$ cat src/rtl/key_mode_ctrl.sv
// key_mode_ctrl
//   Front-end conditioner for the light-pattern sequencer. Two raw, bouncy,
//   asynchronous push-buttons are synchronized and debounced. The results
//   drive a mode level that toggles on each accepted mode press, and a clear
//   pulse of fixed width for the pattern-stepping stage.
//
// Parameters
//   DEBOUNCE_CYCLES  consecutive identical synchronized samples needed before
//                    a key state is accepted (>= 1)
//   CR_PULSE_CYCLES  width of cr_out in clk cycles (>= 1)
//
// Ports
//   clk         in   system clock, rising edge
//   CR          in   synchronous active-high reset
//   key_mode    in   raw mode button, active-high, asynchronous
//   key_clr     in   raw clear button, active-high, asynchronous
//   M           out  mode level, toggles on each accepted mode press
//   mode_pulse  out  one-cycle strobe coincident with each M toggle
//   cr_out      out  active-high clear for the downstream stage; it is also
//                    asserted by reset, which gives a power-on clear
module key_mode_ctrl #(
  parameter int DEBOUNCE_CYCLES = 10,
  parameter int CR_PULSE_CYCLES = 2
) (
  input  logic clk,
  input  logic CR,
  input  logic key_mode,
  input  logic key_clr,
  output logic M,
  output logic mode_pulse,
  output logic cr_out
);

  localparam int CW = (DEBOUNCE_CYCLES > 1) ? $clog2(DEBOUNCE_CYCLES) : 1;
  localparam int PW = (CR_PULSE_CYCLES > 1) ? $clog2(CR_PULSE_CYCLES) : 1;
  localparam logic [CW-1:0] CNT_LAST = CW'(DEBOUNCE_CYCLES - 1);
  localparam logic [PW-1:0] PC_LOAD  = PW'(CR_PULSE_CYCLES - 1);

  // Bit 0 carries the mode key, bit 1 carries the clear key.
  logic [1:0]         s1_q, s1_d;
  logic [1:0]         s2_q, s2_d;
  logic [1:0]         stb_q, stb_d;
  logic [1:0][CW-1:0] cnt_q, cnt_d;
  logic [1:0]         press;

  logic          m_q, m_d;
  logic          mode_pulse_q, mode_pulse_d;
  logic          cr_out_q, cr_out_d;
  logic [PW-1:0] pc_q, pc_d;

  // One debounce step for a single key. It returns {press, stb_next, cnt_next}.
  // Any sample that matches the stable state restarts the count. A change is
  // accepted only after DEBOUNCE_CYCLES differing samples in a row.
  function automatic logic [CW+1:0] deb_next(input logic          s2,
                                              input logic          stb,
                                              input logic [CW-1:0] cnt);
    logic          prs;
    logic          stb_n;
    logic [CW-1:0] cnt_n;
    prs   = 1'b0;
    stb_n = stb;
    cnt_n = cnt;
    if (s2 == stb) begin
      cnt_n = '0;
    end else if (cnt == CNT_LAST) begin
      stb_n = s2;
      cnt_n = '0;
      prs   = s2;
    end else begin
      cnt_n = cnt + CW'(1);
    end
    return {prs, stb_n, cnt_n};
  endfunction

  always_comb begin
    s1_d  = {key_clr, key_mode};
    s2_d  = s1_q;
    stb_d = stb_q;
    cnt_d = cnt_q;
    press = '0;

    {press[0], stb_d[0], cnt_d[0]} = deb_next(s2_q[0], stb_q[0], cnt_q[0]);
    {press[1], stb_d[1], cnt_d[1]} = deb_next(s2_q[1], stb_q[1], cnt_q[1]);

    // Mode action fires on the same edge the press is accepted.
    m_d          = m_q ^ press[0];
    mode_pulse_d = press[0];

    // A press reloads the pulse counter even while cr_out is already high.
    // A second press therefore extends the pulse and never shortens it.
    cr_out_d = 1'b0;
    pc_d     = pc_q;
    if (press[1]) begin
      cr_out_d = 1'b1;
      pc_d     = PC_LOAD;
    end else if (pc_q != '0) begin
      cr_out_d = 1'b1;
      pc_d     = pc_q - PW'(1);
    end
  end

  always_ff @(posedge clk) begin
    if (CR) begin
      s1_q         <= '0;
      s2_q         <= '0;
      stb_q        <= '0;
      cnt_q        <= '0;
      m_q          <= 1'b0;
      mode_pulse_q <= 1'b0;
      cr_out_q     <= 1'b1;
      pc_q         <= PC_LOAD;
    end else begin
      s1_q         <= s1_d;
      s2_q         <= s2_d;
      stb_q        <= stb_d;
      cnt_q        <= cnt_d;
      m_q          <= m_d;
      mode_pulse_q <= mode_pulse_d;
      cr_out_q     <= cr_out_d;
      pc_q         <= pc_d;
    end
  end

  assign M          = m_q;
  assign mode_pulse = mode_pulse_q;
  assign cr_out     = cr_out_q;

endmodule
$ cat config.mk
export PLATFORM = sky130hd
export DESIGN_NAME = key_mode_ctrl
export DESIGN_NICKNAME = d
export VERILOG_FILES = /design/src/rtl/key_mode_ctrl.sv
export SDC_FILE = /design/constraint.sdc
export NUM_CORES = 1
export LEC_CHECK = 0
export ABC_AREA = 1
export CORE_AREA = 4 4 42 44
export CTS_BUF_LIST = sky130_fd_sc_hd__clkbuf_16
export DETAILED_ROUTE_END_ITERATION = 10
export DIE_AREA = 0 0 46 48
export PLACE_DENSITY = 0.7
export SLEW_MARGIN = 30
export SYNTH_ARGS = -nofsm -noshare
export SYNTH_HDL_FRONTEND = slang
export SYNTH_SLANG_ARGS = --single-unit
$ cat constraint.sdc
create_clock -name clk -period 1.5 [get_ports clk]
set_input_delay 0.3 -clock clk [delete_from_list [all_inputs] [get_ports clk]]
set_output_delay 0.3 -clock clk [all_outputs]
set_load 0.005 [all_outputs]
==> results of run 1 <==
-- synth_stat cells, drive strengths merged --
cell type,instances,share of area [%]
dfxtp,18,54
nand3,4,3.0
nor2,22,13
inv,10,5.6
nand3b,3,3.4
o21ai,2,1.5
xnor2,2,2.6
ha,4,7.5
nand2,6,3.8
xor2,4,5.3
-- through the flow --
| stage | instances | area [um2] | hold slack, ns |
|---|---|---|---|
| 2_1_floorplan | 75 | 665.6 | 0.3712 |
| 3_3_place_gp | 98 | 753.2 | 0.3914 |
| 3_5_place_dp | 98 | 753.2 | 0.3953 |
| 4_1_cts | 102 | 832.0 | 0.4048 |
| 5_1_grt | 102 | 832.0 | 0.4126 |
| 6_report | 102 | 832.0 | 0.4019 |
-- area by class of cell --
| type | instances | area (um2) |
|---|---|---|
| clock buffer | 3 | 75.07 |
| clock inverter | 1 | 3.754 |
| fill | 133 | 604.3 |
| inverter | 10 | 37.54 |
| multi-input combinational | 47 | 267.8 |
| sequential | 18 | 360.3 |
| tap | 16 | 20.02 |
| timing repair buffer | 7 | 67.56 |
-- metal layers --
| layer | track usage (%) | routed length, um |
|---|---|---|
| met5 | 0 | 0 |
| met2 | 18.96 | 452 |
| met3 | 3.383 | 41 |
| met4 | 11.93 | 41 |
| met1 | 13.32 | 450 |
-- logic make-up after synthesis --
group	share of synthesized area (%)
XOR/XNOR	7.895
flip-flops	54.14
buffers and inverters	5.638
AND/OR/NAND/NOR	23.31
adder cells (fa/ha/maj)	7.519
AO/OA/AOI/OAI	1.504
-- worst paths after layout --
check	start	to	slack, ns	cells past startpoint
max	M	M	0.12	1
min	s1_q[1]	s2_q[1]	0.40	2
max reg2reg	cnt_q[4]	cnt_q[5]	0.38	6
min reg2reg	s1_q[1]	s2_q[1]	0.40	2
-- registers in the layout, indices dropped and copies added, names as in the netlist --
signal	count
M	1
cnt_q	8
cr_out	1
mode_pulse	1
pc_q	1
s1_q	2
s2_q	2
stb_q	2
-- power by group through the flow --
| stage | Sequential [mW] | Combinational [mW] | Clock, mW |
|---|---|---|---|
| final | 0.493 | 0.0303 | 0.521 |
| after floorplan | 0.502 | 0.0133 | 0 |
| after detailed placement | 0.503 | 0.0305 | 0 |
| after CTS | 0.493 | 0.0308 | 0.529 |
| after global placement | 0.503 | 0.0299 | 0 |
| after global routing | 0.494 | 0.0351 | 0.552 |
==> metrics.yaml, run 1 <==
syn_nets: 83
yosysWarnings: 0
cts_inserted_buffers: 3
leakagePower_nw: 0.3628
wl_per_cell_um: 9.657
finalMaxSlewViolations: 0
worst_pin_slew_ns: 0.1720
syn_area_um2: 665.6
grt_overflow_total: 0
worstPathArrival_ns: 1.08
end_kind: "primary output"
finish.utilization_pct: 57.93
yosys.cell_types.count: 13
cp_max_fo: 2
status: "finished, final reports clean"
port_buffers: 6
finalCritPeriodShare_pct: 92.13
clkSinkCount: 18
swShare_pct: 17.76
syn-instance-count: 75
die-height_um: 48
peakVddDrop_mv: 1.034
max_freq_mhz: 723.6
ys_seq_elements: 18
cp-start-kind: "flip-flop"
slowest_delay_ns: 0.51
clk_latency_ns: 0.24
seqPwrFrac_pct: 47.2
wirelength_um: 985
holdBufCountCts: 0
detail_route.vias_per_cell: 4.676
powerDensity_nw_per_um2: 1256
start_util_pct: 46.34
finalPower_mw: 1.045
vias: 477
grt_pass1_wl_um: 1814
grt_max_degree: 11
ios: 7
setup_tns_ns: 0
cp_cell_sequence: "clkdlybuf4s50_1"
slew_headroom_pct: 88.50
fin_ws_ns: 0.1181
root_buffer: "clkbuf_16"
final_layout_size_suffix_gt1_share_pct: 9.302
cts_setup_buffers: 0
dp_slack_ns: 0.3009
grt_pass1_vias: 462
internal_power_uw: 859.4
ant_nets: 0
layout_commonest_cell: "nor2_1"
yosysSeqAreaShare_pct: 54.14
cts_tree: "built"
htree_levels: 1
crit_family: "buffers and inverters"
worst-path-buf-inv: 1
min_period_ns: 1.382
syn_to_final_growth_pct: 25.00
syn-mean-instance-area_um2: 8.875
maxCapViolCount: 0
p_switching_uw: 185.5
coreArea_um2: 1436
gp_congestion: 0.7321
worstSetupPathType: "flip-flop to primary output"
hpwl_um: 732.4
gr-usage-all-layers_pct: 12.26
pwr-share-clk_pct: 49.9
dieArea_um2: 2208
cts_buffer_depth: 2
antenna_found_initial: 0
combPwrFrac_pct: 2.9
rsz0062_at_grt: "false"
rows: 14
cp.required_ns: 1.20
die_x_um: 46
slowest_stage: "clkdlybuf4s50_1"
first_iter_violations: 6
setup_viol: 0
most-common-layout-cells: "nor2_1 (20), dfxtp_1 (18), inv_1 (9)"
path_clk_slew_ns: 0.05
hold_violations: 0
diodes: 0
clock-skew-final_ns: 0.0007321
drcViolationCount: 0
layout.nets: 95
hold_class: "flip-flop to flip-flop"
ctsResizeCount: 0
drtPass1Iterations: 2
Power figures use the tool's default switching activity.
==> inputs of run 2 (changes only) <==
--- a/config.mk
+++ b/config.mk
@@ -10,6 +10,7 @@
 export CTS_BUF_LIST = sky130_fd_sc_hd__clkbuf_16
 export DETAILED_ROUTE_END_ITERATION = 10
 export DIE_AREA = 0 0 46 48
+export GPL_TIMING_DRIVEN = 0
 export PLACE_DENSITY = 0.7
 export SLEW_MARGIN = 30
 export SYNTH_ARGS = -nofsm -noshare
==> run 2 against run 1 <==
Effect of this change: final cell count down 0.98%; count of clock-buffer cells in the layout unchanged; worst hold slack better by 0.0020 ns; maximum frequency rose by 0.76%; critical path depth stayed put; global-route usage fell by 0.60 points.
==> metrics.yaml, run 2 (synthesis results as in run 1) <==
status: "finished, final reports clean"  # unchanged
cts_buffer_depth: 2  # unchanged
use_met2_pct: 18.13  # was 18.96%
ios: 7  # unchanged
hold_violations: 0  # unchanged
cts_tree: "built"  # unchanged
detail_route.vias_per_cell: 4.644  # was 4.676
port_buffers: 6  # unchanged
leakagePower_nw: 0.3580  # was 0.3628 nW
holdBufCountCts: 0  # unchanged
antenna_found_initial: 0  # unchanged
syn_to_final_growth_pct: 23.87  # was 25.00%
worst-path-buf-inv: 1  # unchanged
root_buffer: "clkbuf_16"  # unchanged
slew_headroom_pct: 86.81  # was 88.50%
worstHoldStart: "s1_q[1]"  # unchanged
worstPathArrival_ns: 1.07  # was 1.08 ns
slowest_stage: "clkdlybuf4s50_1"  # unchanged
gp_congestion: 0.6488  # was 0.7321
clkSinkCount: 18  # unchanged
fin_ws_ns: 0.1285  # was 0.1181 ns
gr-usage-all-layers_pct: 11.66  # was 12.26%
finalCritPeriodShare_pct: 91.43  # was 92.13%
layout.nets: 94  # was 95
powerDensity_nw_per_um2: 1275  # was 1256 nW/um2
coreArea_um2: 1436  # unchanged
cp-start-kind: "flip-flop"  # unchanged
wirelength_um: 1079  # was 985 um
cp_cell_sequence: "clkdlybuf4s50_1"  # unchanged
hold_class: "flip-flop to flip-flop"  # unchanged
clk_latency_ns: 0.25  # was 0.24 ns
worst_pin_slew_ns: 0.1973  # was 0.1720 ns
dp.cells: 97  # was 98
grt.busiest_layer: "met2"  # unchanged
fin_cells: 101  # was 102
clock-skew-final_ns: 0.001613  # was 0.0007321 ns
grt_max_degree: 11  # unchanged
r2r-start: "cnt_q[4]"  # unchanged
htree_levels: 1  # unchanged
setup_viol: 0  # unchanged
cts_inserted_buffers: 3  # unchanged
layout_commonest_cell: "nor2_1"  # unchanged
dieArea_um2: 2208  # unchanged
vias: 469  # was 477
rows: 14  # unchanged
finalMaxSlewViolations: 0  # unchanged
ant_nets: 0  # unchanged
peakVddDrop_mv: 0.7505  # was 1.034 mV
die-height_um: 48  # unchanged
ctsResizeCount: 0  # unchanged
gr-usage-met3_pct: 3.383  # unchanged
grt.met1_usage_pct: 12.24  # was 13.32%
critPathLaunch: "M"  # unchanged
start_util_pct: 46.34  # unchanged
max_freq_mhz: 729.1  # was 723.6 MHz
maxCapViolCount: 0  # unchanged
path_clk_slew_ns: 0.05  # about the same
drtPass1Iterations: 4  # was 2
die_x_um: 46  # unchanged
largest_reg_flops: 8  # unchanged
whs_ns: 0.4039  # was 0.4019 ns
rsz0062_at_grt: "false"  # unchanged
crit_family: "buffers and inverters"  # unchanged
slowest_delay_ns: 0.50  # was 0.51 ns
cp_max_fo: 2  # unchanged
first_iter_violations: 2  # was 6
dp_slack_ns: 0.1595  # was 0.3009 ns
wl_per_cell_um: 10.68  # was 9.657 um
largest_register: "cnt_q"  # unchanged
finish.utilization_pct: 57.40  # was 57.93%
end_kind: "primary output"  # unchanged
grt_overflow_total: 0  # unchanged
most-common-layout-cells: "nor2_1 (20), dfxtp_1 (18), inv_1 (9)"  # unchanged
grt_pass1_wl_um: 1600  # was 1814 um
hpwl_um: 684.1  # was 732.4 um
drcViolationCount: 0  # unchanged
finalPower_mw: 1.051  # was 1.045 mW
grt_pass1_vias: 372  # was 462
cts_setup_buffers: 0  # unchanged
final_layout_size_suffix_gt1_share_pct: 8.235  # was 9.302%
fin_area_um2: 824.5  # was 832.0 um2
diodes: 0  # unchanged
placed_area_um2: 745.7  # was 753.2 um2
min_period_ns: 1.371  # was 1.382 ns
cp.required_ns: 1.20  # about the same
setup_tns_ns: 0  # unchanged
worstSetupPathType: "flip-flop to primary output"  # unchanged
[run 2: cell count changes in the layout (fill, tap and decap cells not counted)]
cell,previous run,this run
buf_4,1,0
[run 2: layout make-up]
cell class / instances / area [um2]
Inverter: 10 / 37.54
Sequential cell: 18 / 360.3
Multi-Input combinational cell: 47 / 267.8
Clock inverter: 1 / 3.754
Timing Repair Buffer: 6 / 60.06
Clock buffer: 3 / 75.07
Tap cell: 16 / 20.02
Fill cell: 123 / 611.8
[run 2: worst register-to-register path, delay by kind of cell (launching register included)]
kind	cells	cell delay, ns
AND/OR/NAND/NOR	4	0.42
flip-flops	1	0.39
adder cells (fa/ha/maj)	1	0.21
buffers and inverters	1	0.07
[run 2: worst paths after layout]
check | end | slack (ns) | cells after the start
hold / removal | s2_q[1] | 0.40 | 2
hold reg to reg | s2_q[1] | 0.40 | 2
setup / recovery | M | 0.13 | 1
setup reg to reg | cnt_q[6] | 0.30 | 6
[run 2: where the power goes]
| part | switching (mW) | total, mW | internal (mW) |
|---|---|---|---|
| clock | 0.174 | 0.529 | 0.354 |
| sequential | 0.00530 | 0.494 | 0.488 |
| combinational | 0.0136 | 0.0290 | 0.0154 |
| total | 0.193 | 1.05 | 0.858 |
[run 2: routing by layer]
metal / part of all wire (%) / wire length (um)
met3: 4.4 / 48
met4: 2.5 / 27
met1: 43 / 466
met2: 50 / 536
met5: 0 / 0
==> inputs of run 3 (changes only) <==
--- a/config.mk
+++ b/config.mk
@@ -7,7 +7,6 @@
 export LEC_CHECK = 0
 export ABC_AREA = 1
 export CORE_AREA = 4 4 42 44
-export CTS_BUF_LIST = sky130_fd_sc_hd__clkbuf_16
 export DETAILED_ROUTE_END_ITERATION = 10
 export DIE_AREA = 0 0 46 48
 export GPL_TIMING_DRIVEN = 0
==> run 3 against run 2 <==
Effect of this change: register-to-register slack improved by 0.07 ns; critical path depth unchanged; worst hold slack better by 0.0072 ns; utilization is 3.0 points lower; combinational power down 3%; largest cell class unchanged.
==> metrics.yaml, run 3 (synthesis results as in run 1) <==
most-common-layout-cells: "nor2_1 (20), dfxtp_1 (18), inv_1 (9)"  # unchanged
powerDensity_nw_per_um2: 1046  # was 1275 nW/um2
min_period_ns: 1.433  # was 1.371 ns
ctsResizeCount: 0  # unchanged
layout.nets: 94  # unchanged
finalMaxSlewViolations: 0  # unchanged
setup_viol: 0  # unchanged
antenna_found_initial: 0  # unchanged
gp_congestion: 0.6488  # unchanged
wl_per_cell_um: 9.129  # was 10.68 um
dieArea_um2: 2208  # unchanged
grt_overflow_total: 0  # unchanged
hold_violations: 0  # unchanged
first_iter_violations: 0  # was 2
max_freq_mhz: 697.9  # was 729.1 MHz
cts_inserted_buffers: 3  # unchanged
vias: 444  # was 469
cp_max_fo: 2  # unchanged
cts_buffer_depth: 2  # unchanged
finish.utilization_pct: 54.44  # was 57.40%
hpwl_um: 684.1  # unchanged
dp.cells: 97  # unchanged
clk_latency_ns: 0.30  # was 0.25 ns
cp.required_ns: 1.20  # about the same
detail_route.vias_per_cell: 4.396  # was 4.644
clock-skew-final_ns: 0.005599  # was 0.001613 ns
rsz0062_at_grt: "false"  # unchanged
rows: 14  # unchanged
drcViolationCount: 0  # unchanged
cp_cell_sequence: "clkdlybuf4s50_1"  # unchanged
final_layout_size_suffix_gt1_share_pct: 9.412  # was 8.235%
grt_max_degree: 11  # unchanged
end_kind: "primary output"  # unchanged
status: "finished, final reports clean"  # unchanged
ios: 7  # unchanged
port_buffers: 6  # unchanged
finalPower_uw: 818.0  # was 1.051 mW
diodes: 0  # unchanged
coreArea_um2: 1436  # unchanged
worstPathArrival_ns: 1.13  # was 1.07 ns
start_util_pct: 46.34  # unchanged
hold_class: "flip-flop to flip-flop"  # unchanged
finalCritPeriodShare_pct: 95.52  # was 91.43%
cp-start-kind: "flip-flop"  # unchanged
fin_cells: 101  # unchanged
slowest_delay_ns: 0.50  # about the same
peakVddDrop_mv: 0.6526  # was 0.7505 mV
root_buffer: "clkbuf_4"  # was clkbuf_16
slew_headroom_pct: 86.88  # was 86.81%
syn_to_final_growth_pct: 17.48  # was 23.87%
grt_pass1_vias: 362  # was 372
ant_nets: 0  # unchanged
path_clk_slew_ns: 0.10  # was 0.05 ns
gr-usage-all-layers_pct: 10.11  # was 11.66%
largest_reg_flops: 8  # unchanged
die-height_um: 48  # unchanged
setup_tns_ns: 0  # unchanged
htree_levels: 1  # unchanged
largest_register: "cnt_q"  # unchanged
wirelength_um: 922  # was 1079 um
maxCapViolCount: 0  # unchanged
fillers: 129  # was 123
worst-path-buf-inv: 1  # unchanged
clkSinkCount: 18  # unchanged
grt_pass1_wl_um: 1476  # was 1600 um
crit_family: "buffers and inverters"  # unchanged
drtPass1Iterations: 1  # was 4
cts_setup_buffers: 0  # unchanged
layout_commonest_cell: "nor2_1"  # unchanged
leakagePower_nw: 0.3404  # was 0.3580 nW
die_x_um: 46  # unchanged
holdBufCountCts: 0  # unchanged
cts_tree: "built"  # unchanged
worstSetupPathType: "flip-flop to primary output"  # unchanged
slowest_stage: "clkdlybuf4s50_1"  # unchanged
worst_pin_slew_ns: 0.1962  # was 0.1973 ns
run 3: where the power goes:
part           internal [mW]  leakage [nW]  switching (mW)
Clock                  0.148        0.0210           0.150
Combinational         0.0152         0.173          0.0129
Sequential             0.487         0.147         0.00481
Total                  0.650         0.340           0.168
run 3: through the flow:
| step | instance area, um2 | worst slack [ns] | hold slack (ns) |
|---|---|---|---|
| finish | 782.0 | 0.06716 | 0.4111 |
| global route | 782.0 | 0.006853 | 0.4316 |
| CTS | 782.0 | 0.05180 | 0.4135 |
| detailed placement | 745.7 | 0.1595 | 0.3992 |
| global placement | 745.7 | 0.1697 | 0.3900 |
| floorplan | 665.6 | 0.5182 | 0.3712 |
run 3: routing by layer:
metal,global-route usage (%),part of all wire [%]
met3,4.511,6.0
met1,12.05,52
met5,0,0
met4,6.818,1.4
met2,14.56,40
run 3: area by class of cell:
cell class | instances | area [um2] | share of cell area (%)
Tap cell | 16 | 20.02 | 2.560
Multi-Input combinational cell | 47 | 267.8 | 34.24
Clock buffer | 4 | 36.28 | 4.640
Timing Repair Buffer | 6 | 60.06 | 7.680
Sequential cell | 18 | 360.3 | 46.08
Inverter | 10 | 37.54 | 4.800
run 3: path summary, 6_finish.rpt:
check	startpoint	end	slack, ns	depth (start not counted)
setup / recovery	M	M	0.07	1
hold / removal	s1_q[1]	s2_q[1]	0.41	2
setup reg to reg	cnt_q[5]	cnt_q[6]	0.37	7
hold reg to reg	s1_q[1]	s2_q[1]	0.41	2
